File: src/rtl/crc_frame_sequencer.sv
// crc_frame_sequencer
//   Drives one external crc16_64b_parallel engine over framed 64-bit data. Each
//   accepted frame word passes straight through to the downstream stream and is
//   fed to the engine. After the frame's last word (or after MAX_WORDS words,
//   which truncates the frame), the sequencer waits CRC_LATENCY cycles for the
//   engine and then emits one trailer word {TRAILER_TAG, crc_out}. The engine is
//   held in reset while the sequencer is idle, so every frame starts from the
//   engine's init value.
module crc_frame_sequencer #(
  parameter int          CRC_LATENCY = 1,      // 1..7
  parameter int          MAX_WORDS   = 256,    // 2..65535
  parameter logic [47:0] TRAILER_TAG = 48'h0
) (
  input  logic        clk,
  input  logic        rst_n,
  input  logic [63:0] in_data,
  input  logic        in_valid,
  input  logic        in_last,
  output logic        in_ready,
  output logic [63:0] out_data,
  output logic        out_valid,
  output logic        out_last,
  input  logic        out_ready,
  output logic [63:0] crc_din,
  output logic        crc_en,
  output logic        crc_rst,
  input  logic [15:0] crc_out,
  output logic        busy,
  output logic        err_overlen,
  output logic [15:0] frame_cnt
);

  localparam logic [1:0] IDLE  = 2'd0;
  localparam logic [1:0] DATA  = 2'd1;
  localparam logic [1:0] WAIT  = 2'd2;
  localparam logic [1:0] TRAIL = 2'd3;

  // Index of the last word a frame may carry, and of the last wait cycle.
  localparam logic [15:0] LAST_WORD_IDX = 16'(MAX_WORDS - 1);
  localparam logic [2:0]  LAST_LAT_IDX  = 3'(CRC_LATENCY - 1);

  logic [1:0]  state_q, state_d;
  logic [15:0] word_cnt_q, word_cnt_d;
  logic [2:0]  lat_cnt_q, lat_cnt_d;
  logic [15:0] frame_cnt_q, frame_cnt_d;
  logic        busy_q;
  logic        err_q, err_d;
  logic        accept;
  logic        at_max;

  // Word accepted from upstream this cycle, and whether it is the frame's final allowed word.
  assign accept = (state_q == DATA) && in_valid && out_ready;
  assign at_max = (word_cnt_q == LAST_WORD_IDX);

  // Next-state logic and the combinational handshake / engine-control outputs.
  always_comb begin
    // NOTE: every signal gets a default first so no path can leave it unassigned,
    // which would otherwise infer a latch.
    state_d     = state_q;
    word_cnt_d  = word_cnt_q;
    lat_cnt_d   = lat_cnt_q;
    frame_cnt_d = frame_cnt_q;
    err_d       = 1'b0;
    in_ready    = 1'b0;
    out_valid   = 1'b0;
    out_last    = 1'b0;
    out_data    = in_data;
    crc_din     = in_data;
    crc_en      = 1'b0;
    crc_rst     = 1'b0;

    case (state_q)
      IDLE: begin
        // Engine is cleared here, so the first crc_en of a frame always follows a reset.
        crc_rst = 1'b1;
        if (in_valid) state_d = DATA;
      end

      DATA: begin
        in_ready  = out_ready;
        out_valid = in_valid;
        crc_en    = accept;
        if (accept) begin
          word_cnt_d = word_cnt_q + 16'd1;
          if (in_last || at_max) begin
            state_d   = WAIT;
            lat_cnt_d = 3'd0;
            // A word that is both last and at the limit ends the frame normally.
            err_d     = at_max && !in_last;
          end
        end
      end

      WAIT: begin
        lat_cnt_d = lat_cnt_q + 3'd1;
        if (lat_cnt_q == LAST_LAT_IDX) state_d = TRAIL;
      end

      TRAIL: begin
        out_valid = 1'b1;
        out_last  = 1'b1;
        out_data  = {TRAILER_TAG, crc_out};
        if (out_ready) begin
          frame_cnt_d = frame_cnt_q + 16'd1;
          word_cnt_d  = 16'd0;
          state_d     = IDLE;
        end
      end

      default: state_d = IDLE;
    endcase
  end

  // State, counters and the registered status outputs.
  always_ff @(posedge clk or negedge rst_n) begin
    // NOTE: state uses non-blocking assignments so every register samples the
    // pre-edge values regardless of statement order.
    if (!rst_n) begin
      state_q     <= IDLE;
      word_cnt_q  <= 16'd0;
      lat_cnt_q   <= 3'd0;
      frame_cnt_q <= 16'd0;
      busy_q      <= 1'b0;
      err_q       <= 1'b0;
    end else begin
      state_q     <= state_d;
      word_cnt_q  <= word_cnt_d;
      lat_cnt_q   <= lat_cnt_d;
      frame_cnt_q <= frame_cnt_d;
      busy_q      <= (state_d != IDLE);
      err_q       <= err_d;
    end
  end

  assign busy        = busy_q;
  assign err_overlen = err_q;
  assign frame_cnt   = frame_cnt_q;

endmodule

File: config.mk
export PLATFORM = sky130hd
export DESIGN_NAME = crc_frame_sequencer
export DESIGN_NICKNAME = d
export VERILOG_FILES = /design/src/rtl/crc_frame_sequencer.sv
export SDC_FILE = /design/constraint.sdc
export NUM_CORES = 1
export LEC_CHECK = 0
export CAP_MARGIN = 10
export CORE_ASPECT_RATIO = 1.25
export CORE_MARGIN = 3
export CORE_UTILIZATION = 25
export DETAILED_ROUTE_END_ITERATION = 6
export GPL_ROUTABILITY_DRIVEN = 1
export SYNTH_ARGS = -nofsm -noshare
export SYNTH_HDL_FRONTEND = slang
export SYNTH_SLANG_ARGS = --single-unit
export TNS_END_PERCENT = 30
File: constraint.sdc
create_clock -name clk -period 4.1 [get_ports clk]
set_input_delay 0.82 -clock clk [delete_from_list [all_inputs] [get_ports clk]]
set_output_delay 0.82 -clock clk [all_outputs]
set_load 0.05 [all_outputs]
; ---- Word-level counts from Yosys, hierarchy flattened
; Cells that the tools add are included.
[op_classes]
n_addsub = 3
n_eq_ne = 7
n_mux = 21
reduce_logical = 13
[op_table]
columns = cell, count
row1 = 2-to-1 mux 64 bit, 1
row2 = adder 16 x 1 -> 16 bit (second input constant), 2
row3 = 2-to-1 mux 16 bit, 2
row4 = one-hot mux 16 bit (2 select lines), 1
row5 = == test 16 x 8 -> 1 bit (second input constant), 1
row6 = 2-to-1 mux 2 bit, 5
row7 = one-hot mux 2 bit (4 select lines), 1
row8 = 2-to-1 mux 1 bit, 7
row9 = 2-to-1 mux 3 bit, 2
row10 = one-hot mux 3 bit (2 select lines), 1
row11 = AND reduction 3 bit, 2
row12 = nonzero test 2 bit, 3
row13 = == test 2 bit (second input constant), 2
row14 = != test 2 bit (second input constant), 2
row15 = adder 3 x 1 -> 3 bit (second input constant), 1
row16 = logical AND 1 bit, 3
row17 = zero test 3 bit, 1
row18 = == test 2 x 1 -> 1 bit (second input constant), 1
row19 = zero test 2 bit, 1
row20 = != test 2 x 1 -> 1 bit (second input constant), 1
row21 = one-hot mux 1 bit (2 select lines), 1
row22 = AND reduction 2 bit, 1
row23 = zero test 1 bit, 1
row24 = logical OR 1 bit, 1
[totals]
register_bits = 39
out_inout_bits = 151

; ---- Depth between registers and ports, before layout
[logic_depth]
ltp_word = 6
ltp_mapped = 5
mapped_depth_nobuf = 5

; ---- Least setup slack after synthesis
; No wires, ideal clock.
[synth_timing]
path_type = register to output
startpoint = register state_q[1]
endpoint = output out_data[10]
arrival_time_ns = 1.806
t_required_ns = 3.280
slack_ns = 1.474
path_stages_with_launch = 6
n_path_buf = 2
cell_sequence = dfrtp_1 clkbuf_1 nand2_1 inv_2 buf_2 mux2_2
[synth_between]
elab_chain_len = 2
[synth_lines]
columns = element, line
row1 = "start, declared", 42  ; logic [1:0] state_q, state_d;
row2 = "start signal, assigned", 126  ; state_q <= state_d;
row3 = == test 2 bit, 72  ; case (state_q)
row4 = 2-to-1 mux 64 bit, 72
row5 = "end, declared", 20  ; output logic [63:0] out_data,
; No other way between the ends.

; ---- Worst setup path in the final report
[layout_timing]
startpoint = input out_ready
endpoint = output in_ready
[layout_between]
elab_chain_len = 1
[layout_lines]
columns = element, line
row1 = "start, declared", 23  ; input logic out_ready,
row2 = 2-to-1 mux 1 bit, 72
row3 = "end, declared", 19  ; output logic in_ready,
; No other way between the ends.

==> results.toml <==
[worst_hold_path]
hp-class = "flop to flop"

[grt]
antenna_found_initial = 0
grt.total_usage_pct = 15.7
gr-total-overflow = 0
grt_pass1_vias = 3093
grt_max_degree = 40
grt_pass1_wl_mm = 16.1

[power]
total_power_mw = 2.46
ir_drop_v = 0.000216
cellLeakagePower_nw = 2.02
p_per_area_mw_per_mm2 = 486

[yosys]
synth_top_area_share_pct = 33.5
synthCells = 333
synth.area.top_cells = "dfrtp_1, buf_4, and2_1"
async_reset_ff_share_pct = 100
seq_area_frac_synth_pct = 33.5
netlist_area_mm2 = 0.00292
synth_nets = 422
ys.flop_type = "dfrtp_1"
yosysTopAreaCell = "dfrtp_1"
synth_cell_types = 32
ys_ff_latch = 39
ys_warn_count = 0
syn_area_per_cell_um2 = 8.75
synth_edf_count = 0

[cells_and_area]
synthToLayoutAreaGrowth_pct = 73.5
fin_area_mm2 = 0.00506
nNetsFinal = 593
fillers = 1084
diodes = 0
drive_gt1_share_pct = 8.91

[clocking]
clock_path_buffers = 2
clk_latency_ns = 0.28
cts_buffers = 5
cts_tree = "done"
path_clk_slew_ns = 0.06
cts.sinks = 39
post_cts_resized = 0
cts_setup_buffers = 0
root_buffer = "clkbuf_16"
holdBufCountCts = 0
htree_num_levels = 2

[worst_setup_path]
max_stage_delay_ns = 0.83
critPathKind = "primary input to primary output"
crit_slowest_cell = "clkdlybuf4s50_1"
crit_top_cell = "clkdlybuf4s50_1"
critPathArrivalTime_ns = 2.61
worstPathMaxFanout = 7
path_cells = "clkdlybuf4s50_1, nand2_1, nor2_1, clkdlybuf4s50_1"
cp-end-kind = "primary output"
critPathLaunchType = "primary input"
worstPathRequired_ns = 3.28

[floorplan]
dieWidth_um = 103
core.rowCount = 43
die-area_mm2 = 0.0130
core_area_mm2 = 0.0112
start_util_pct = 25.9
ioPinCount = 236
die_y_um = 127

[sta]
drv_slew = 0
final-setup-viol-count = 0
timing.final.crit_share_pct = 83.6
worstMarginPinSlew_ns = 0.715
fin_ws_ns = 0.671
grt_setup_unrepaired = "false"
max_freq_mhz = 292
post-route-min-period_ns = 3.43
fin_worst_skew_ns = 0.00381
relSlewSlack_pct = 51.9
hold_viol_final = 0
fin_tns_setup_ns = 0

[job]
max_cap_viol_count = 0

[detailed_routing]
antenna_left = 0
vias_per_cell = 4.53
routed-wl-met2_mm = 5.34
wirelength_mm = 10.6
post-route-drc-count = 0
met1_length_mm = 4.29
drtPass1Iterations = 4
drt_iter0_markers = 58
wl_per_cell_um = 16.5
vias = 2898
maxUsedRoutingLayer = "met4"
met3RoutedLength_um = 850

[place]
place_congestion = 0.826
pre_cts_ws_ns = 0.674
post_dp_cell_area_mm2 = 0.00492
portBuffers = 235
dp_hpwl_mm = 8.80

[run_status]
status = "finished, final reports clean"
## registers in the layout (all words and copies together), names as in the netlist
| name | count |
|---|---|
| word_cnt_q | 16 |
| busy | 1 |
| err_overlen | 1 |
| lat_cnt_q | 3 |
| state_q | 2 |
| frame_cnt | 16 |
## layout by cell type (no fill, tap or decap), types with 2 or more instances in the layout
cell type,instances
nand3_1,8
mux2_2,19
o21a_1,2
clkdlybuf4s50_1,223
dfrtp_1,39
o31ai_1,3
nor2b_1,2
a21oi_1,4
and3_1,6
inv_1,5
buf_4,17
or3_1,4
xor2_1,6
nor2_1,15
xnor2_1,18
a41oi_1,2
nand4_1,7
nand2_1,29
nor4_1,11
clkbuf_16,5
and2_1,49
nor3_1,6
ha_1,4
o21ai_0,10
## critical path: cells and delay by family
kind	cells	cell delay (ns)
buffers and inverters	2	1.44
and+or+nand+nor	2	0.34
## final timing paths
| kind | from | to | slack (ns) | cells after the start |
|---|---|---|---|---|
| setup / recovery | out_ready | in_ready | 0.67 | 4 |
| hold / removal | frame_cnt[15]$_DFFE_PN0P_ | frame_cnt[15]$_DFFE_PN0P_ | 0.47 | 1 |
| setup reg to reg | state_q[1]$_DFF_PN0_ | word_cnt_q[14]$_DFFE_PN0P_ | 2.01 | 6 |
| hold reg to reg | frame_cnt[15]$_DFFE_PN0P_ | frame_cnt[15]$_DFFE_PN0P_ | 0.47 | 1 |
| max in group asynchronous | rst_n | word_cnt_q[0]$_DFFE_PN0P_ | 2.77 | 2 |
| min in group asynchronous | rst_n | frame_cnt[9]$_DFFE_PN0P_ | 0.98 | 2 |
## metrics by stage
step	utilization, %	hold WS, ns	std cells
floorplan	-	0.489	333
global placement	43.7	0.459	632
detailed placement	43.7	0.471	632
CTS	45.0	0.482	640
global route	45.0	0.508	640
finish	45.0	0.470	640
## synthesized netlist by cell type, types with 5 or more instances
master	number
nand4_1	7
xor2_1	6
xnor2_1	18
dfrtp_1	39
and3_1	6
nor3_1	6
mux2_2	19
nor4_1	11
nand2_1	29
nand3_1	8
nor2_1	15
inv_1	5
buf_4	64
o21ai_0	10
clkbuf_1	11
and2_1	49
## cells by family (layout without fill, tap and decap cells)
family	Yosys count	in the layout	share of synthesized area (%)
adders and majority gates	4	4	1.72
muxes	19	19	7.34
and+or+nand+nor	141	141	26.3
xor gates and xnor gates	24	24	7.21
AOI/OAI and AO/OA	24	24	5.15
DFF	39	39	33.5
buffers and inverters	82	254	18.8
## layer usage
layer,up-vias,GRT usage [%]
li1,1405,-
met1,1334,19.6
met2,151,27.1
met3,8,4.84
met4,0,2.16
met5,-,0
## layout make-up
| type | count | area [um^2] | share of cell area [%] |
|---|---|---|---|
| Multi-Input combinational cell | 212 | 1390 | 27.5 |
| Inverter | 6 | 22.5 | 0.445 |
| Clock inverter | 2 | 12.5 | 0.247 |
| Timing Repair Buffer | 240 | 2360 | 46.6 |
| Sequential cell | 39 | 976 | 19.3 |
| Tap cell | 135 | 169 | 3.34 |
| Clock buffer | 6 | 129 | 2.55 |
## where the power goes
part | internal [mW] | total, mW | switching, mW
Clock | 0.224 | 0.373 | 0.148
Combinational | 0.547 | 1.57 | 1.02
Sequential | 0.449 | 0.523 | 0.0745
Total | 1.22 | 2.46 | 1.24
Note: power is estimated with default switching activity, not from simulation.
